<file path="config.mk">
export PLATFORM = sky130hd
export DESIGN_NAME = mc_core
export DESIGN_NICKNAME = d
export VERILOG_FILES = /design/src/rtl/mc_core_pkg.sv /design/src/rtl/mc_regfile.sv /design/src/rtl/mc_core.sv
export SDC_FILE = /design/constraint.sdc
export NUM_CORES = 1
export LEC_CHECK = 0
export ABC_AREA = 0
export CORE_MARGIN = 2
export CORE_UTILIZATION = 45
export CTS_BUF_LIST = sky130_fd_sc_hd__clkbuf_16
export DETAILED_ROUTE_END_ITERATION = 10
export GPL_ROUTABILITY_DRIVEN = 0
export HOLD_SLACK_MARGIN = 0.1
export SETUP_SLACK_MARGIN = 0.5
export SYNTH_ARGS = -nofsm -noshare
export SYNTH_HDL_FRONTEND = slang
export SYNTH_SLANG_ARGS = --single-unit
</file>
<file path="constraint.sdc">
create_clock -name clk -period 14 [get_ports clk]
set_input_delay 1.4 -clock clk [delete_from_list [all_inputs] [get_ports clk]]
set_output_delay 1.4 -clock clk [all_outputs]
set_load 0.05 [all_outputs]
</file>
<file path="src/rtl/mc_core_pkg.sv">
// ============================================================================
// mc_core_pkg : opcodes, FSM state encodings and instruction field positions
// Revision    : 1.0
// ============================================================================
`default_nettype none

package mc_core_pkg;

  typedef enum logic [1:0] {
    ST_FETCH = 2'b00,
    ST_EXEC  = 2'b01,
    ST_MEM   = 2'b10,
    ST_HALT  = 2'b11
  } state_e;

  localparam logic [3:0] OP_ADD = 4'h0;
  localparam logic [3:0] OP_SUB = 4'h1;
  localparam logic [3:0] OP_AND = 4'h2;
  localparam logic [3:0] OP_OR  = 4'h3;
  localparam logic [3:0] OP_XOR = 4'h4;
  localparam logic [3:0] OP_NOT = 4'h5;
  localparam logic [3:0] OP_LSL = 4'h6;
  localparam logic [3:0] OP_LSR = 4'h7;
  localparam logic [3:0] OP_ADI = 4'h8;
  localparam logic [3:0] OP_LDI = 4'h9;
  localparam logic [3:0] OP_LDW = 4'hA;
  localparam logic [3:0] OP_STW = 4'hB;
  localparam logic [3:0] OP_BRZ = 4'hC;
  localparam logic [3:0] OP_JAL = 4'hD;
  localparam logic [3:0] OP_ILL = 4'hE;
  localparam logic [3:0] OP_HLT = 4'hF;

  localparam int OP_HI  = 15;
  localparam int OP_LO  = 12;
  localparam int RD_HI  = 11;
  localparam int RD_LO  = 8;
  localparam int RS_HI  = 7;
  localparam int RS_LO  = 4;
  localparam int RT_HI  = 3;
  localparam int RT_LO  = 0;
  localparam int IMM_HI = 7;
  localparam int IMM_LO = 0;

  // Opcodes whose second operand is rd rather than rt.
  function automatic logic reads_rd(input logic [3:0] op);
    return (op == OP_ADI) || (op == OP_BRZ) || (op == OP_STW);
  endfunction

endpackage

`default_nettype wire

</file>
<file path="src/rtl/mc_regfile.sv">
// ============================================================================
// mc_regfile : 16 x DW register file, two async read ports, one sync write
//              port, r0 hardwired to zero
// Revision   : 1.0
// ============================================================================
`default_nettype none

module mc_regfile #(
  parameter int DW = 16
) (
  input  logic          clk,
  input  logic          rst,
  input  logic [3:0]    raddr_a,
  output logic [DW-1:0] rdata_a,
  input  logic [3:0]    raddr_b,
  output logic [DW-1:0] rdata_b,
  input  logic          we,
  input  logic [3:0]    waddr,
  input  logic [DW-1:0] wdata
);

  logic [DW-1:0] regs_q [16];
  logic [DW-1:0] regs_d [16];

  always_comb begin
    regs_d = regs_q;
    if (we) begin
      regs_d[waddr] = wdata;
    end
    regs_d[0] = '0;
  end

  always_ff @(posedge clk or posedge rst) begin
    if (rst) begin
      regs_q <= '{default: '0};
    end else begin
      regs_q <= regs_d;
    end
  end

  assign rdata_a = regs_q[raddr_a];
  assign rdata_b = regs_q[raddr_b];

endmodule

`default_nettype wire

</file>
<file path="src/rtl/mc_core.sv">
// ============================================================================
// mc_core  : multi-cycle 16-bit-ISA CPU core on a req/ack unified memory bus
//            Optional illegal-opcode trap enabled by `MC_CORE_TRAP_EN
// Revision : 1.0
// ============================================================================
`default_nettype none

module mc_core #(
  parameter int            DW       = 16,
  parameter int            AW       = 16,
  parameter logic [AW-1:0] RESET_PC = '0,
  parameter logic [AW-1:0] TRAP_VEC = 16'h0004
) (
  input  logic          clk,
  input  logic          rst,
  output logic          mem_req,
  output logic          mem_we,
  output logic [AW-1:0] mem_addr,
  output logic [DW-1:0] mem_wdata,
  input  logic [DW-1:0] mem_rdata,
  input  logic          mem_ack,
  output logic          retire,
  output logic          halted,
  output logic          trap,
  output logic [AW-1:0] dbg_pc,
  output logic [1:0]    dbg_state
);

  import mc_core_pkg::*;

  localparam int SHW = $clog2(DW);

  state_e        state_q, state_d;
  logic [AW-1:0] pc_q, pc_d;
  logic [15:0]   ir_q, ir_d;
  logic          halted_q, halted_d;

  logic [3:0]    op, rd, rs, rt;
  logic [7:0]    imm8;
  logic [DW-1:0] src_a, src_b, alu_res;
  logic [DW-1:0] sext_imm, zext_imm, link_val;
  logic [AW-1:0] pc_plus2, br_off;
  logic          rf_we;
  logic [DW-1:0] rf_wdata;

  assign op   = ir_q[OP_HI:OP_LO];
  assign rd   = ir_q[RD_HI:RD_LO];
  assign rs   = ir_q[RS_HI:RS_LO];
  assign rt   = ir_q[RT_HI:RT_LO];
  assign imm8 = ir_q[IMM_HI:IMM_LO];

  mc_regfile #(.DW(DW)) u_regfile (
    .clk     (clk),
    .rst     (rst),
    .raddr_a (rs),
    .rdata_a (src_a),
    .raddr_b (reads_rd(op) ? rd : rt),
    .rdata_b (src_b),
    .we      (rf_we),
    .waddr   (rd),
    .wdata   (rf_wdata)
  );

  assign sext_imm = DW'($signed(imm8));
  assign zext_imm = DW'(imm8);
  assign pc_plus2 = pc_q + AW'(2);
  assign br_off   = AW'($signed({imm8, 1'b0}));

  always_comb begin
    link_val           = '0;
    link_val[AW-1:0]   = pc_plus2;
  end

  always_comb begin
    alu_res = '0;
    case (op)
      OP_ADD:  alu_res = src_a + src_b;
      OP_SUB:  alu_res = src_a - src_b;
      OP_AND:  alu_res = src_a & src_b;
      OP_OR:   alu_res = src_a | src_b;
      OP_XOR:  alu_res = src_a ^ src_b;
      OP_NOT:  alu_res = ~src_a;
      OP_LSL:  alu_res = src_a << src_b[SHW-1:0];
      OP_LSR:  alu_res = src_a >> src_b[SHW-1:0];
      default: alu_res = '0;
    endcase
  end

  always_comb begin
    state_d  = state_q;
    pc_d     = pc_q;
    ir_d     = ir_q;
    halted_d = halted_q;
    rf_we    = 1'b0;
    rf_wdata = '0;
    retire   = 1'b0;
    trap     = 1'b0;
    case (state_q)
      ST_FETCH: begin
        if (mem_ack) begin
          ir_d    = mem_rdata[15:0];
          state_d = ST_EXEC;
        end
      end
      ST_EXEC: begin
        state_d = ST_FETCH;
        pc_d    = pc_plus2;
        retire  = 1'b1;
        case (op)
          OP_ADD, OP_SUB, OP_AND, OP_OR, OP_XOR, OP_NOT, OP_LSL, OP_LSR: begin
            rf_we    = 1'b1;
            rf_wdata = alu_res;
          end
          OP_ADI: begin
            rf_we    = 1'b1;
            rf_wdata = src_b + sext_imm;
          end
          OP_LDI: begin
            rf_we    = 1'b1;
            rf_wdata = zext_imm;
          end
          OP_LDW, OP_STW: begin
            state_d = ST_MEM;
            pc_d    = pc_q;
            retire  = 1'b0;
          end
          OP_BRZ: begin
            if (src_b == '0) begin
              pc_d = pc_plus2 + br_off;
            end
          end
          OP_JAL: begin
            rf_we    = 1'b1;
            rf_wdata = link_val;
            pc_d     = src_a[AW-1:0];
          end
          OP_HLT: begin
            state_d  = ST_HALT;
            halted_d = 1'b1;
            pc_d     = pc_q;
          end
          OP_ILL: begin
`ifdef MC_CORE_TRAP_EN
            trap   = 1'b1;
            retire = 1'b0;
            pc_d   = TRAP_VEC;
`endif
          end
          default: ;
        endcase
      end
      ST_MEM: begin
        if (mem_ack) begin
          if (op == OP_LDW) begin
            rf_we    = 1'b1;
            rf_wdata = mem_rdata;
          end
          pc_d    = pc_plus2;
          retire  = 1'b1;
          state_d = ST_FETCH;
        end
      end
      ST_HALT: ;
      default: state_d = ST_FETCH;
    endcase
  end

`ifndef MC_CORE_TRAP_EN
  logic unused_trap_vec;
  assign unused_trap_vec = ^TRAP_VEC;
`endif

  always_ff @(posedge clk or posedge rst) begin
    if (rst) begin
      state_q  <= ST_FETCH;
      pc_q     <= RESET_PC;
      ir_q     <= '0;
      halted_q <= 1'b0;
    end else begin
      state_q  <= state_d;
      pc_q     <= pc_d;
      ir_q     <= ir_d;
      halted_q <= halted_d;
    end
  end

  // Gating with rst drops an in-flight request the moment reset asserts.
  assign mem_req   = ~rst & ((state_q == ST_FETCH) | (state_q == ST_MEM));
  assign mem_we    = (state_q == ST_MEM) && (op == OP_STW);
  assign mem_addr  = (state_q == ST_MEM) ? src_a[AW-1:0] : pc_q;
  assign mem_wdata = (state_q == ST_MEM) ? src_b : '0;

  assign halted    = halted_q;
  assign dbg_pc    = pc_q;
  assign dbg_state = state_q;

endmodule

`default_nettype wire
</file>
==> metrics.md <==
| Metric | Value |
|---|---|
| Synth unique cells | `107` |
| DR WL/cell | `29.0 µm` |
| H-tree Lvls | `2` |
| Detail Placement HPWL | `56.6 mm` |
| WHS Path Cells | `1` |
| Slew headroom | `0.0882` |
| Final WL | `82.3 mm` |
| Post-synth EDFFs | `0` |
| Final nets | `2307` |
| CTS clock-pin slew for the worst setup and hold paths | `0.06 ns` |
| YS warnings | `0` |
| IO Pins | `74` |
| Final instance area | `0.0236 mm²` |
| CP Max Fanout | `54` |
| Status | `completed` |
| Maximum clock rate | `113 MHz` |
| Layout fillers | `4469` |
| GRT Overall Usage | `0.327` |
| M3 GR Usage | `0.0759` |
| Least-Margin Pin Slew | `1.36 ns` |
| Startpoint Class | `flip-flop` |
| Placed Area | `0.0225 mm²` |
| Global route hottest layer | `met2` |
| Final setup viols | `0` |
| Final slew viol count | `0` |
| Vias in the first global route | `18700` |
| CTS hold repair buffers | `0` |
| Top post-synthesis cells by area | `dfrtp_1 (32%), mux2_2 (11%), mux4_2 (6.7%)` |
| Die area | `0.0496 mm²` |
| 1st-iter DRT viols | `2968` |
| Met2 usage | `0.489` |
| ANT cells | `0` |
| Antenna-violating nets left | `0` |
| Unrepaired setup endpoints after global routing | `false` |
| Core ar. | `0.0474 mm²` |
| Largest net degree at the start of global routing | `84` |
| Setup crit end kind | `flip-flop` |
| Die Ht | `223 µm` |
| Area growth from synthesis to layout | `9.36%` |
| GR Overflow Total | `0` |
| Post-synth ARST share | `1.00` |
| Worst Path Class, Setup | `reg2reg` |
| Buffers on Ports | `72` |
| Top-count cell post-synth | `dfrtp_1` |
| Final TNS setup | `0 ns` |
| Clock root buffer | `clkbuf_16` |
| Avg Vias per Cell | `6.90` |
| Clk buf depth | `3` |
| Worst-case reg-to-reg path depth | `26` |
| Top-area cell type share of the netlist area | `0.320` |
| CTS tree | `yes` |
| Total vias in the final route | `19600` |
| Worst Hold Class | `reg2reg` |
| Drc violations | `0` |
| Crit share post-route | `0.633` |
| Syn Inst Count | `2230` |
| Syn nets | `2335` |
| Post-Syn Area | `0.0215 mm²` |
| Largest delay share family, worst path | `compound AO/OA/AOI/OAI gates` |
| Row Count | `80` |
| Area leader, netlist | `dfrtp_1` |
| First-pass GRT wire length | `122 mm` |
| Share of layout cells above drive strength 1 | `0.199` |
| Total CTS buffers | `34` |
| Drt first pass iters | `8` |
| Maxcap violations | `0` |
| CP Buf/Inv Count | `5` |
| GR Util met1 | `0.441` |
| Tmin final | `8.86 ns` |
| Post-synthesis sequential area ratio | `0.320` |
| Hold Vio Cnt, Final | `0` |
| #FFs+latches synth | `275` |
| Avg Inst Size Synth | `9.66 µm²` |
| Initial antenna violation count | `2` |
| Initial Util | `0.454` |
| List of most frequent post-synthesis cells | `dfrtp_1 (275), nand2_1 (239), mux2_2 (207), o21ai_0 (168), nor2_1 (121)` |
| Worst-Skew Late Latency | `0.57 ns` |
| Min Hold Slack | `0.494 ns` |
| Post_cts resized | `0` |
| Clock Sinks | `275` |
| Crit path max-delay cell type | `a311oi_4` |
| Die W | `223 µm` |
| Final setup skew | `0.0260 ns` |
| CP required | `14.38 ns` |
| CP arrival | `9.24 ns` |
| Primary FF master, synth | `dfrtp_1` |
| Cell depth of the worst setup path | `26` |
| Postcts setup bufs | `0` |
| CP max stage delay | `1.05 ns` |
==> layout make-up <==
type	count	area, µm²	area share
Clock buffer	34	851	0.0361
Clock inverter	25	213	0.00903
Inverter	58	225	0.00956
Multi-Input combinational cell	1708	13500	0.573
Sequential cell	275	6890	0.292
Tap cell	615	769	0.0327
Timing Repair Buffer	125	1120	0.0475
==> kinds of logic after synthesis <==
family | Yosys count | synth area share
mux | 379 | 0.226
fa+ha+maj | 86 | 0.0510
xor+xnor | 59 | 0.0240
flops | 275 | 0.320
compound gates | 574 | 0.185
buf+inv | 247 | 0.0566
simple gates | 609 | 0.138
other cells | 1 | 0.000174
==> layer usage <==
layer | vias to the layer above | wire length [µm]
li1 | 8307 | -
met1 | 9627 | 33100
met2 | 1340 | 35600
met3 | 327 | 8690
met4 | 2 | 4970
met5 | - | 11
==> flip-flops by register name (all words and copies together), names as in the netlist <==
register and count:
halted 1, dbg_state 2, ir_q 16, dbg_pc 16
u_regfile.regs_q 240
==> through the flow <==
stage	utilization	std cells	setup WS, ns
floorplan	-	2230	5.02
global placement	0.474	2781	5.79
detailed placement	0.474	2781	5.55
CTS	0.496	2840	5.54
global route	0.496	2840	4.81
finish	0.496	2840	5.14
==> cell usage in the layout (no fill, tap or decap), types with 18 or more instances in the layout <==
master	n
buf_4	53
mux2i_1	104
o21ai_0	168
dfrtp_1	272
and3_1	20
mux2_2	207
nor2_1	121
clkdlybuf4s50_1	72
a31oi_1	23
ha_1	82
mux4_2	64
nor2b_1	18
xnor2_1	41
a22oi_1	35
inv_1	61
nand3_1	68
a221oi_1	22
nor3_1	37
nand4_1	23
o211ai_1	22
a211oi_1	25
clkbuf_16	34
a22o_1	18
a21oi_1	78
nand2_1	238
xor2_1	18
==> worst paths after layout <==
check | slack [ns] | endpoint | from
setup / recovery | 5.14 | u_regfile.regs_q[95] | ir_q[13]
hold / removal | 0.49 | halted | halted
setup reg to reg | 5.14 | u_regfile.regs_q[95] | ir_q[13]
hold reg to reg | 0.49 | halted | halted
max in group asynchronous | 10.57 | u_regfile.regs_q[23] | rst
min in group asynchronous | 1.36 | dbg_pc[7] | rst
==> worst reg2reg max path, stage by stage (launching register included) <==
cell	delay, ns
dfrtp_1	0.33
buf_4	0.32
and2_1	0.32
nand3_1	0.65
nand3_4	0.49
buf_4	0.70
mux2i_1	0.30
a22oi_1	0.47
and4_1	0.26
buf_4	0.40
inv_2	0.38
ha_1	0.41
nand2_1	0.04
o21ai_0	0.17
inv_1	0.09
ha_1	0.29
nor2b_1	0.13
o21ai_0	0.21
a21boi_0	0.18
o211ai_1	0.26
a21oi_1	0.14
nor2_1	0.13
a31oi_1	0.11
a221o_1	0.39
a21o_1	0.21
a311oi_4	1.05
o21ai_0	0.25
Power is left out: the tool's default activity adds up to more than one toggle a clock period on the data nets, which glitch-free logic cannot reach.
